<file path="src/rtl/wb_tx_uart_target.sv">
// Wishbone classic target that buffers TXDATA writes in a FIFO and sends them as 8N1 serial frames.
// State | meaning: IDLE line high, waiting for data | START start bit | DATA 8 data bits LSB first | STOP stop bit.
module wb_tx_uart_target #(
  parameter int FIFO_ADR_WIDTH  = 4,
  parameter int DEFAULT_DIVISOR = 16
) (
  input  logic        wb_clk_i,
  input  logic        wb_rst_i,
  input  logic [23:0] wb_adr_i,
  input  logic [31:0] wb_dat_i,
  output logic [31:0] wb_dat_o,
  input  logic [3:0]  wb_sel_i,
  input  logic        wb_we_i,
  input  logic        wb_cyc_i,
  input  logic        wb_stb_i,
  output logic        wb_ack_o,
  output logic        wb_err_o,
  output logic        uart_int_o,
  output logic        uart_tx_o,
  output logic [7:0]  tx_byte_o,
  output logic        tx_strobe_o
);
  localparam int AW = FIFO_ADR_WIDTH;
  localparam int DEPTH = 1 << AW;
  localparam logic [15:0] RESET_DIV = 16'(DEFAULT_DIVISOR);

  typedef enum logic [1:0] {IDLE, START, DATA, STOP} tx_state_t;
  tx_state_t state, state_d;

  logic [7:0]  mem [DEPTH];
  logic [AW:0] wr_ptr, rd_ptr, level;
  logic        fifo_empty, fifo_full, push, pop;
  logic [7:0]  fifo_head;

  logic        req, adr_bad, wr_txdata, wr_ctrl, wr_div, rd_req, ack_d, err_d;
  logic [2:0]  idx;
  logic [31:0] rd_val, status;
  logic        irq_en;
  logic [15:0] divisor, reload, baud_cnt;
  logic [2:0]  bit_cnt;
  logic [7:0]  shifter;
  logic        bit_end, tx_idle;
  logic        unused;

  assign unused = ^{wb_sel_i, wb_dat_i[31:16], wb_adr_i[1:0]};

  assign fifo_empty = (wr_ptr == rd_ptr);
  assign fifo_full  = (wr_ptr[AW] != rd_ptr[AW]) && (wr_ptr[AW-1:0] == rd_ptr[AW-1:0]);
  assign level      = wr_ptr - rd_ptr;
  assign fifo_head  = mem[rd_ptr[AW-1:0]];
  assign tx_idle    = fifo_empty && (state == IDLE);

  // Bus decode; the ~ack/~err term keeps a held strobe from being acked twice.
  assign req       = wb_cyc_i && wb_stb_i && !wb_ack_o && !wb_err_o;
  assign idx       = wb_adr_i[4:2];
  assign adr_bad   = (wb_adr_i[23:5] != 19'd0) || idx[2];
  assign wr_txdata = req && wb_we_i && !adr_bad && (idx == 3'd0);
  assign wr_ctrl   = req && wb_we_i && !adr_bad && (idx == 3'd2);
  assign wr_div    = req && wb_we_i && !adr_bad && (idx == 3'd3);
  assign rd_req    = req && !wb_we_i && !adr_bad;
  // A write to a full FIFO waits for a pop; it then pushes and acks on the same edge.
  assign push      = wr_txdata && (!fifo_full || pop);
  assign ack_d     = req && !adr_bad && !(wr_txdata && !push);
  assign err_d     = req && adr_bad;

  always_comb begin
    status = '0;
    status[0] = fifo_full;
    status[1] = fifo_empty;
    status[2] = tx_idle;
    status[8 +: AW+1] = level;
    case (idx)
      3'd1:    rd_val = status;
      3'd2:    rd_val = {31'd0, irq_en};
      3'd3:    rd_val = {16'd0, divisor};
      default: rd_val = '0;
    endcase
  end

  always_ff @(posedge wb_clk_i or posedge wb_rst_i) begin
    if (wb_rst_i) begin
      wb_ack_o   <= 1'b0;
      wb_err_o   <= 1'b0;
      wb_dat_o   <= '0;
      irq_en     <= 1'b0;
      divisor    <= RESET_DIV;
      uart_int_o <= 1'b0;
    end else begin
      wb_ack_o   <= ack_d;
      wb_err_o   <= err_d;
      wb_dat_o   <= rd_req ? rd_val : 32'd0;
      uart_int_o <= irq_en && fifo_empty;
      if (wr_ctrl) irq_en <= wb_dat_i[0];
      if (wr_div)  divisor <= wb_dat_i[15:0];
    end
  end

  always_ff @(posedge wb_clk_i or posedge wb_rst_i) begin
    if (wb_rst_i) begin
      wr_ptr <= '0;
      rd_ptr <= '0;
    end else begin
      if (push) wr_ptr <= wr_ptr + (AW+1)'(1);
      if (pop)  rd_ptr <= rd_ptr + (AW+1)'(1);
    end
  end

  always_ff @(posedge wb_clk_i) begin
    if (push) mem[wr_ptr[AW-1:0]] <= wb_dat_i[7:0];
  end

  // A divisor of 0 is treated as 1; it is sampled only when a bit starts.
  assign reload  = (divisor == 16'd0) ? 16'd0 : divisor - 16'd1;
  assign bit_end = (baud_cnt == 16'd0);

  always_ff @(posedge wb_clk_i or posedge wb_rst_i) begin
    if (wb_rst_i) state <= IDLE;
    else          state <= state_d;
  end

  always_comb begin
    state_d = state;
    pop     = 1'b0;
    case (state)
      IDLE:  if (!fifo_empty) begin
               state_d = START;
               pop     = 1'b1;
             end
      START: if (bit_end) state_d = DATA;
      DATA:  if (bit_end && bit_cnt == 3'd7) state_d = STOP;
      STOP:  if (bit_end) begin
               if (!fifo_empty) begin
                 state_d = START;
                 pop     = 1'b1;
               end else begin
                 state_d = IDLE;
               end
             end
      default: state_d = IDLE;
    endcase
  end

  always_ff @(posedge wb_clk_i or posedge wb_rst_i) begin
    if (wb_rst_i) begin
      uart_tx_o   <= 1'b1;
      tx_byte_o   <= 8'd0;
      tx_strobe_o <= 1'b0;
      shifter     <= 8'd0;
      baud_cnt    <= 16'd0;
      bit_cnt     <= 3'd0;
    end else if (pop) begin
      shifter     <= fifo_head;
      tx_byte_o   <= fifo_head;
      tx_strobe_o <= 1'b1;
      uart_tx_o   <= 1'b0;
      baud_cnt    <= reload;
      bit_cnt     <= 3'd0;
    end else begin
      tx_strobe_o <= 1'b0;
      case (state)
        START: begin
          if (bit_end) begin
            uart_tx_o <= shifter[0];
            baud_cnt  <= reload;
          end else begin
            baud_cnt <= baud_cnt - 16'd1;
          end
        end
        DATA: begin
          if (bit_end) begin
            baud_cnt <= reload;
            if (bit_cnt == 3'd7) begin
              uart_tx_o <= 1'b1;
            end else begin
              bit_cnt   <= bit_cnt + 3'd1;
              shifter   <= {1'b0, shifter[7:1]};
              uart_tx_o <= shifter[1];
            end
          end else begin
            baud_cnt <= baud_cnt - 16'd1;
          end
        end
        STOP: begin
          uart_tx_o <= 1'b1;
          if (!bit_end) baud_cnt <= baud_cnt - 16'd1;
        end
        default: uart_tx_o <= 1'b1;
      endcase
    end
  end
endmodule

</file>
<file path="config.mk">
export PLATFORM = sky130hd
export DESIGN_NAME = wb_tx_uart_target
export DESIGN_NICKNAME = d
export VERILOG_FILES = /design/src/rtl/wb_tx_uart_target.sv
export SDC_FILE = /design/constraint.sdc
export NUM_CORES = 1
export LEC_CHECK = 0
export CELL_PAD_IN_SITES_DETAIL_PLACEMENT = 0
export CELL_PAD_IN_SITES_GLOBAL_PLACEMENT = 1
export CORE_ASPECT_RATIO = 1.1
export CORE_MARGIN = 2
export CORE_UTILIZATION = 40
export DETAILED_ROUTE_END_ITERATION = 10
export MAX_ROUTING_LAYER = met4
export PLACE_DENSITY_LB_ADDON = 0.1
export SYNTH_ARGS = -nofsm -noshare
export SYNTH_HDL_FRONTEND = slang
export SYNTH_SLANG_ARGS = --single-unit
</file>
<file path="constraint.sdc">
create_clock -name wb_clk_i -period 7.5 [get_ports wb_clk_i]
set_input_delay 1.125 -clock wb_clk_i [delete_from_list [all_inputs] [get_ports wb_clk_i]]
set_output_delay 1.125 -clock wb_clk_i [all_outputs]
set_load 0.03 [all_outputs]
</file>
==> impl_metrics.ini, run 1 <==
[outcome]
status = finished clean

[pwr]
power_density_nw_per_um2 = 344
p_leak_uw = 0.00425
ir_worst_vdd_mv = 0.193

[timing]
setup_violations = 0
fin_skew_ns = 0.0126
drv_slew = 0
fin_crit_ns = 4.18
fin_tns_setup_ns = 0
finalCritPeriodShare_pct = 55.8
rsz0062_at_grt = no
fmax_mhz = 239
worst_pin_slew_ns = 1.21
hold_viol = 0
maxSlewHeadroom_pct = 18.5

[floorplanning]
die_height_um = 167
initial_utilization_pct = 40.7
dieArea_um2 = 25300
io-pin-count = 110
core_um2 = 23600
placement_rows = 59
die_w_um = 152

[final_layout]
multiInputGateArea_um2 = 3360
seq_area_um2 = 5970
fillers = 2138
final_nets = 880
final-instance-count-excl-fill = 1119
diodes = 0
area_growth_pct = 18.6
drive_above_1_share_pct = 13.9

[critical_path]
crit_fanout = 27
endpoint_kind = register
worst-endpoint-arrival_ns = 4.31
path_cells = buf_4 > clkinv_1 > ha_1 > nand4_1 > o21bai_1 > a21oi_4 > o211a_1 > nand2_1 > nor3_1
crit_buf_inv = 2
reg2reg_slack_ns = 3.32
path_class = register to register
crit_family = simple AND/OR/NAND/NOR gates
slowest_stage = nor3_1
cp-start-kind = register
required_ns = 7.63
critPathMaxStageDelay_ns = 0.97

[route]
routed_wl_um = 22600
dr.pass1.iters = 5
ant_nets = 0
drc_errors = 0
wl_per_cell_um = 20.2
drt-initial-drc-count = 273
viasPerCell = 5.32
vias = 5953

[cts]
htree_levels = 1
cts_buffers = 24
cts_tree = done
hold_buffers = 0
root_buffer = clkbuf_16
clk_latency_ns = 0.52
cts_buffer_depth = 3
cts.sinks = 213
post-cts-setup-buffers = 0
clk_pin_slew_worst_paths_ns = 0.06
cts.repair.resized = 0

[worst_hold_path]
hold_path.class = register to register

[synthesis]
syn_avg_cell_area_um2 = 13.3
synth_edf_count = 128
ys_ff_latch = 213
netlist_instances = 722
yosysSeqAreaShare_pct = 62.1
synthArstFlopShare_pct = 39.9
yosys_most_used_dff = edfxtp_1
ys_types = 65
yosysWarnings = 0
syn_area_um2 = 9620

[global_route]
antenna_found_initial = 0
groute.usage.overall_pct = 18.8
grt_max_degree = 50
grt_pass1_wl_um = 36500
grt_pass1_vias = 6236
grt_remaining_overflow = 0

[placement]
numPlacedInstances = 1075
portBuffers = 71
hpwl_um = 15500
place_congestion = 0.846

[job]
drv_cap = 0
==> power breakdown <==
group / internal [µW] / switching, µW / leakage [µW] / total (µW)
clock: 728 / 479 / 0.000409 / 1210
combinational: 493 / 758 / 0.00159 / 1250
sequential: 1360 / 103 / 0.00225 / 1460
total: 2580 / 1340 / 0.00425 / 3920
==> cells in the final DEF, fill, tap and decap left out, types with 4 or more instances in the layout <==
cell type	instances
buf_4	5
clkinv_1	5
nand3_1	32
inv_1	25
o21ai_1	20
edfxtp_1	128
mux4_2	32
nor2b_1	4
mux2i_1	12
nand2b_1	7
conb_1	16
xor2_1	8
mux2_2	17
nor3_1	12
nor4_1	13
a31oi_1	9
nor2_1	54
dfrtp_1	82
a22oi_1	7
nand4_1	8
ha_1	18
o21ai_0	21
clkdlybuf4s50_1	71
clkbuf_16	27
clkinv_2	4
nand2_1	64
and2_1	11
xnor2_1	14
a21oi_1	19
nor3b_1	6
==> state kept, by name, indices dropped and copies added (netlist names) <==
register     cells
tx_byte_o        8
state            2
baud_cnt        16
mem            128
wb_dat_o        16
tx_strobe_o      1
shifter          8
wb_err_o         1
divisor         16
wb_ack_o         1
irq_en           1
rd_ptr           5
uart_tx_o        1
wr_ptr           5
uart_int_o       1
bit_cnt          3
==> worst register-to-register path, delay by kind of cell, from the launching register on <==
| kind | cells | cell delay, ns |
|---|---|---|
| and+or+nand+nor | 3 | 1.39 |
| buffers and inverters | 2 | 0.83 |
| AOI/OAI and AO/OA | 3 | 0.80 |
| adders and majority gates | 1 | 0.45 |
| DFF | 1 | 0.32 |
==> metal layers <==
metal  global-route usage, %  part of all wire (%)
met3                    2.34                   3.2
met4                    5.57                   2.6
met2                    30.9                    50
met1                    24.7                    45
met5                       -                     0
==> final cells by class <==
class / instances / area share [%]
flip-flops and latches: 213 / 52.4
multi-input cells: 452 / 29.5
repair buffers: 76 / 6.56
clock buffers: 34 / 6.51
well taps: 305 / 3.35
inverters: 29 / 0.965
clock inverters: 10 / 0.768
==> through the flow <==
step | setup slack (ns) | power [µW] | utilization, % | cell area (µm²) | hold slack (ns)
2_1_floorplan | 3.93 | 2370 | - | 9680 | 0.465
3_5_place_dp | 2.90 | 2760 | 44.8 | 10600 | 0.487
3_3_place_gp | 2.93 | 2740 | 44.8 | 10600 | 0.480
4_1_cts | 3.18 | 3970 | 48.3 | 11400 | 0.495
5_1_grt | 2.96 | 4160 | 48.3 | 11400 | 0.508
6_report | 3.32 | 3920 | 48.3 | 11400 | 0.491
==> cells in the mapped netlist (all sizes together), types with 2 or more instances <==
master / instances / area (µm²)
clkbuf: 10 / 37.5
mux2i: 12 / 120
xor2: 8 / 70.1
a22oi: 8 / 73.8
nor3b: 9 / 82.6
nor2b: 4 / 25.0
nand2b: 7 / 43.8
nor3: 14 / 86.3
o211ai: 2 / 15.0
ha: 18 / 225
nand4: 9 / 62.6
or4: 2 / 18.8
nand2: 64 / 240
a21o: 2 / 15.0
dfstp: 2 / 52.6
xnor2: 14 / 123
mux2: 17 / 191
nor4: 16 / 128
o31ai: 3 / 22.5
mux4: 32 / 721
nand3: 32 / 160
inv: 26 / 97.6
and2: 11 / 68.8
clkinv: 3 / 11.3
o22ai: 3 / 18.8
a31oi: 10 / 68.8
nor2: 54 / 203
o21ai: 41 / 205
and3: 3 / 18.8
buf: 33 / 205
edfxtp: 128 / 3840
or3: 4 / 30.0
dfrtp: 83 / 2080
a21oi: 20 / 100
==> cell families after synthesis <==
group	count (synthesis)	share of synthesized area, %
buffers and inverters	72	3.65
muxes	61	10.7
DFF	213	62.1
other	1	0.0390
AOI/OAI and AO/OA	101	6.46
xor gates and xnor gates	22	2.00
adders and majority gates	19	2.55
and+or+nand+nor	233	12.5
==> worst paths after layout <==
path                           start          end  cells past startpoint
max in group asynchronous   wb_rst_i    rd_ptr[0]                      3
min in group asynchronous   wb_rst_i  wb_dat_o[0]                      2
hold reg to reg            rd_ptr[4]    rd_ptr[4]                      1
hold / removal             rd_ptr[4]    rd_ptr[4]                      1
setup / recovery           rd_ptr[1]    mem[3][5]                      9
setup reg to reg           rd_ptr[1]    mem[3][5]                      9
(Power assumes the default switching activity.)
==> run 2: changes to the inputs <==
==> constraint.sdc (replaced) <==
create_clock -name wb_clk_i -period 3.75 [get_ports wb_clk_i]
set_input_delay 0.5625 -clock wb_clk_i [delete_from_list [all_inputs] [get_ports wb_clk_i]]
set_output_delay 0.5625 -clock wb_clk_i [all_outputs]
set_load 0.03 [all_outputs]
==> run 2 against run 1 <==
Compared with the run above: routed wire length grew 1.9%; clock skew rose by 0.0062 ns; cell area increased by 1.4%; sequential power up 100%; via count is 2.2% higher; flip-flop and latch count unchanged; die area stayed put; sequential share of layout area down 0.71 points; worst hold slack worse by 0.029 ns; clock power up 91%; critical path type unchanged; critical endpoint is now mem[0][0].
==> impl_metrics.ini, run 2 (synthesized netlist as in run 1, its figures left out) <==
[outcome]
status = finished clean

[job]
drv_cap = 0

[final_layout]
area_growth_pct = 20.2
diodes = 0
finish.utilization_pct = 49.0
drive_above_1_share_pct = 16.0
layout_common_cells = edfxtp_1 (128), dfrtp_1 (82), clkdlybuf4s50_1 (71)
largest_reg_flops = 128
final_common_cell = edfxtp_1
final_nets = 905

[cts]
clk_pin_slew_worst_paths_ns = 0.06
cts_tree = done
cts.repair.resized = 0
cts.sinks = 213
htree_levels = 1
hold_buffers = 0
clk_latency_ns = 0.54
root_buffer = clkbuf_16
cts_buffers = 24
post-cts-setup-buffers = 0
cts_buffer_depth = 3

[route]
wl_per_cell_um = 20.1
viasPerCell = 5.32
drt-initial-drc-count = 327
ant_nets = 0
dr.pass1.iters = 5
vias = 6085
drc_errors = 0
routed_wl_um = 23000

[timing]
setup_violations = 0
finalCritPeriodShare_pct = 85.3
fin_crit_ns = 3.20
maxSlewHeadroom_pct = 37.3
drv_slew = 0
rsz0062_at_grt = no
worst_pin_slew_ns = 0.934
fin_skew_ns = 0.0188
fmax_mhz = 313
hold_viol = 0
fin_tns_setup_ns = 0

[global_route]
grt_remaining_overflow = 0
met1_usage_pct = 24.4
grtUsageMet2_pct = 31.5
gr-usage-met3_pct = 3.04
top_usage_layer = met2
antenna_found_initial = 0
groute.usage.overall_pct = 19.1
grt_pass1_vias = 6345
grt_max_degree = 47
grt_pass1_wl_um = 37000

[placement]
portBuffers = 71
place_congestion = 0.848
hpwl_um = 15800

[critical_path]
worst-endpoint-arrival_ns = 3.44
required_ns = 3.99
cp-start-kind = register
path_class = register to register
crit_fanout = 11
endpoint_kind = register

[floorplanning]
dieArea_um2 = 25300
die_height_um = 167
io-pin-count = 110
placement_rows = 59
core_um2 = 23600
initial_utilization_pct = 40.7
die_w_um = 152

[worst_hold_path]
hold_path.class = input pin to async pin

[pwr]
p_leak_uw = 0.00435
ir_worst_vdd_mv = 0.406
power_density_nw_per_um2 = 674
==> run 2: worst paths after layout <==
path	start	endpoint	slack [ns]	cells after the start
worst max-delay path	rd_ptr[3]	mem[0][0]	0.55	10
worst min-delay path	wb_rst_i	wb_err_o	0.46	2
worst max register to register	rd_ptr[3]	mem[0][0]	0.55	10
worst min register to register	wr_ptr[4]	wr_ptr[4]	0.50	1
max in group asynchronous	wb_rst_i	divisor[4]	2.53	3
min in group wb_clk_i	wr_ptr[4]	wr_ptr[4]	0.50	1
==> run 2: critical path, cell delays in order (launching register included) <==
cell and delay, ns:
dfrtp_1 0.62, clkinv_1 0.14, buf_4 0.20, ha_1 0.33
nand4_1 0.22, o21bai_1 0.15, a21oi_4 0.17, o211a_1 0.34
nand2_1 0.19, nor3_1 0.29, buf_4 0.25
==> run 2: metrics by stage <==
stage          worst slack (ns)  hold slack [ns]  instances  power (µW)  cell area, µm²
5_1_grt                   0.380            0.516       1144        8280           11600
2_1_floorplan             0.175            0.465        737        4750            9680
3_5_place_dp              0.343            0.490       1100        5570           10800
4_1_cts                   0.531            0.465       1144        7910           11600
3_3_place_gp              0.391            0.487       1100        5540           10800
6_report                  0.553            0.462       1144        7800           11600
==> run 2: power breakdown <==
group          total, µW  switching, µW  leakage, µW  internal (µW)
Combinational       2560           1520      0.00173           1030
Sequential          2930            210      0.00225           2720
Clock               2310            978     0.000372           1330
==> run 2: area by class of cell <==
cell class | count | area [µm²]
clock inverters | 16 | 171
inverters | 29 | 110
repair buffers | 101 | 948
fillers | 2083 | 12100
well taps | 305 | 382
flip-flops and latches | 213 | 5970
clock buffers | 28 | 616
multi-input cells | 452 | 3360
==> run 2: routing by layer <==
| metal | up-vias | share of wire, % |
|---|---|---|
| li1 | 2852 | - |
| met1 | 3038 | 43 |
| met2 | 143 | 49 |
| met3 | 52 | 4.1 |
| met4 | 0 | 3.4 |
| met5 | - | 0 |
==> run 3: changes to the inputs <==
--- a/config.mk
+++ b/config.mk
@@ -5,14 +5,15 @@
 export SDC_FILE = /design/constraint.sdc
 export NUM_CORES = 1
 export LEC_CHECK = 0
+export ABC_AREA = 1
 export CELL_PAD_IN_SITES_DETAIL_PLACEMENT = 0
 export CELL_PAD_IN_SITES_GLOBAL_PLACEMENT = 1
-export CORE_ASPECT_RATIO = 1.1
 export CORE_MARGIN = 2
 export CORE_UTILIZATION = 40
 export DETAILED_ROUTE_END_ITERATION = 10
 export MAX_ROUTING_LAYER = met4
 export PLACE_DENSITY_LB_ADDON = 0.1
+export SKIP_LAST_GASP = 1
 export SYNTH_ARGS = -nofsm -noshare
 export SYNTH_HDL_FRONTEND = slang
 export SYNTH_SLANG_ARGS = --single-unit
==> run 3 against run 2 <==
Compared with the run above: critical path depth is 2 higher; non-clock buffer count is 4 lower; power is 37% lower.
==> impl_metrics.ini, run 3 <==
[floorplanning]
dieArea_um2 = 26300
placement_rows = 57
die_height_um = 162
core_um2 = 24500
io-pin-count = 110
die_w_um = 162
initial_utilization_pct = 40.9

[synthesis]
synth_top_family_by_area = simple AND/OR/NAND/NOR gates
synth_compound_area_share_pct = 10.2
synth_xor_area_share_pct = 2.01
yosysTopAreaCell = edfxtp_1
yosysSeqAreaShare_pct = 59.7
synth_most_common_cell = nand2_1
syn_avg_cell_area_um2 = 9.56
ys_top_cells_by_area = edfxtp_1 (38%), dfrtp_1 (21%), nand2_1 (6.9%)
ys_ff_latch = 213
synthArstFlopShare_pct = 39.9
yosys_most_used_dff = edfxtp_1
ys_types = 42
netlist_instances = 1047
yosys.area_share.simple_pct = 18.8
synth_edf_count = 128
synth_top_area_share_pct = 38.4
synth_common_cells = nand2_1 (185), nor2_1 (180), edfxtp_1 (128)
yosysWarnings = 0
syn_area_um2 = 10000
post_synth_mux_area_share_pct = 0.112
synthAdderAreaFrac_pct = 2.45

[outcome]
status = finished clean

[critical_path]
rr_worst_depth = 12
crit_path_end = baud_cnt[4]
cp_common_cell = nand2_1
required_ns = 4.13
slowest_stage = nand2_1
path_class = register to register
critPathMaxStageDelay_ns = 0.56
endpoint_kind = register
worst-endpoint-arrival_ns = 3.37
reg2reg_to = baud_cnt[4]
rr_startpoint = rd_ptr[2]
startpoint = rd_ptr[2]
path_cells = inv_1 > ha_1 > nand2_1 > nor2_2 > nand2_1 > nand2_1 > o21ai_2 > nand2_2 > nand2_1 > inv_1 > nand2_1 > o21ai_0
cp-start-kind = register
reg2reg_slack_ns = 0.76
crit_fanout = 20

[cts]
root_buffer = clkbuf_16
cts.repair.resized = 0
cts_buffer_depth = 3
post-cts-setup-buffers = 0
clk_pin_slew_worst_paths_ns = 0.06
hold_buffers = 0
clk_latency_ns = 0.51
cts_buffers = 24
cts.sinks = 213
cts_tree = done
htree_levels = 1

[final_layout]
drive_above_1_share_pct = 7.77
final_nets = 1213
layout_common_cells = nand2_1 (185), nor2_1 (180), edfxtp_1 (128)
final_common_cell = nand2_1
area_growth_pct = 18.4
diodes = 0
largest_reg_flops = 128
final-instance-count-excl-fill = 1470

[route]
routed_wl_um = 25200
drt-initial-drc-count = 456
vias = 7278
viasPerCell = 4.95
drc_errors = 0
wl_per_cell_um = 17.2
dr.pass1.iters = 6
ant_nets = 0

[placement]
place_congestion = 0.824
numPlacedInstances = 1427
hpwl_um = 17000
portBuffers = 71

[timing]
worst_pin_slew_ns = 0.821
drv_slew = 0
setup_violations = 0
fmax_mhz = 334
rsz0062_at_grt = no
finalCritPeriodShare_pct = 79.8
fin_skew_ns = 0.00662
fin_tns_setup_ns = 0
hold_viol = 0
fin_crit_ns = 2.99
maxSlewHeadroom_pct = 44.8

[global_route]
grt_pass1_vias = 6991
groute.usage.overall_pct = 20.1
grt_remaining_overflow = 0
grt_pass1_wl_um = 39600
grt_max_degree = 68
antenna_found_initial = 0

[pwr]
clkPwrFrac_pct = 46.6
p_leak_uw = 0.00469
switching_share_pct = 20.8
ir_worst_vdd_mv = 0.373
p_switching_uw = 1020
pwr-share-comb_pct = 2.7
seqPwrFrac_pct = 50.7
power_density_nw_per_um2 = 414
p_int_uw = 3890

[job]
drv_cap = 0

[worst_hold_path]
hold_path.class = input pin to async pin
[run 3: cells by family after synthesis]
| family | after synthesis |
|---|---|
| simple gates | 456 |
| flops | 213 |
| compound gates | 186 |
| buf+inv | 148 |
| xor+xnor | 23 |
| fa+ha+maj | 19 |
| other cells | 1 |
| mux | 1 |
[run 3: cell type report]
type | instances | area (µm²)
Fill cell | 2386 | 12600
Tap cell | 324 | 405
Clock inverter | 13 | 129
Clock buffer | 30 | 643
Timing Repair Buffer | 97 | 931
Inverter | 92 | 349
Multi-Input combinational cell | 701 | 3420
Sequential cell | 213 | 5970
[run 3: how the worst min path moves through the flow]
stage,endpoint,slack (ns)
3_5_place_dp,tx_byte_o[4],0.47
4_1_cts,tx_byte_o[7],0.45
2_1_floorplan,shifter[0],0.45
3_3_place_gp,tx_byte_o[1],0.47
6_report,tx_byte_o[7],0.44
5_1_grt,tx_byte_o[7],0.50
[run 3: metal layers]
metal / global-route usage [%] / vias to the layer above / wire, µm
li1: - / 3638 / -
met2: 30.7 / 159 / 11500
met1: 28.9 / 3461 / 12300
met5: - / - / 0
met3: 2.99 / 20 / 1100
met4: 3.54 / 0 / 325
[run 3: per-stage QoR]
| stage | instance area (µm²) | setup slack, ns | util, % | total power [µW] | hold slack, ns |
|---|---|---|---|---|---|
| 2_1_floorplan | 10100 | 0.872 | - | 2600 | 0.452 |
| 5_1_grt | 11900 | 0.490 | 48.5 | 5080 | 0.498 |
| 6_report | 11900 | 0.757 | 48.5 | 4910 | 0.437 |
| 4_1_cts | 11900 | 0.762 | 48.5 | 4980 | 0.448 |
| 3_3_place_gp | 11100 | 0.779 | 45.3 | 2670 | 0.468 |
| 3_5_place_dp | 11100 | 0.768 | 45.3 | 2670 | 0.467 |
[run 3: power groups by stage]
stage / registers (µW) / logic, µW / clock network, µW
3_5_place_dp: 2540 / 133 / 0
4_1_cts: 2490 / 133 / 2350
6_report: 2490 / 131 / 2290
5_1_grt: 2490 / 144 / 2450
2_1_floorplan: 2540 / 59.2 / 0
3_3_place_gp: 2540 / 133 / 0
[run 3: worst max-delay path: cells and delay by family, from the launching register on]
kind | cells | cell delay [ns]
compound gates | 2 | 0.23
flops | 1 | 0.37
simple gates | 7 | 1.24
buf+inv | 2 | 0.66
fa+ha+maj | 1 | 0.35
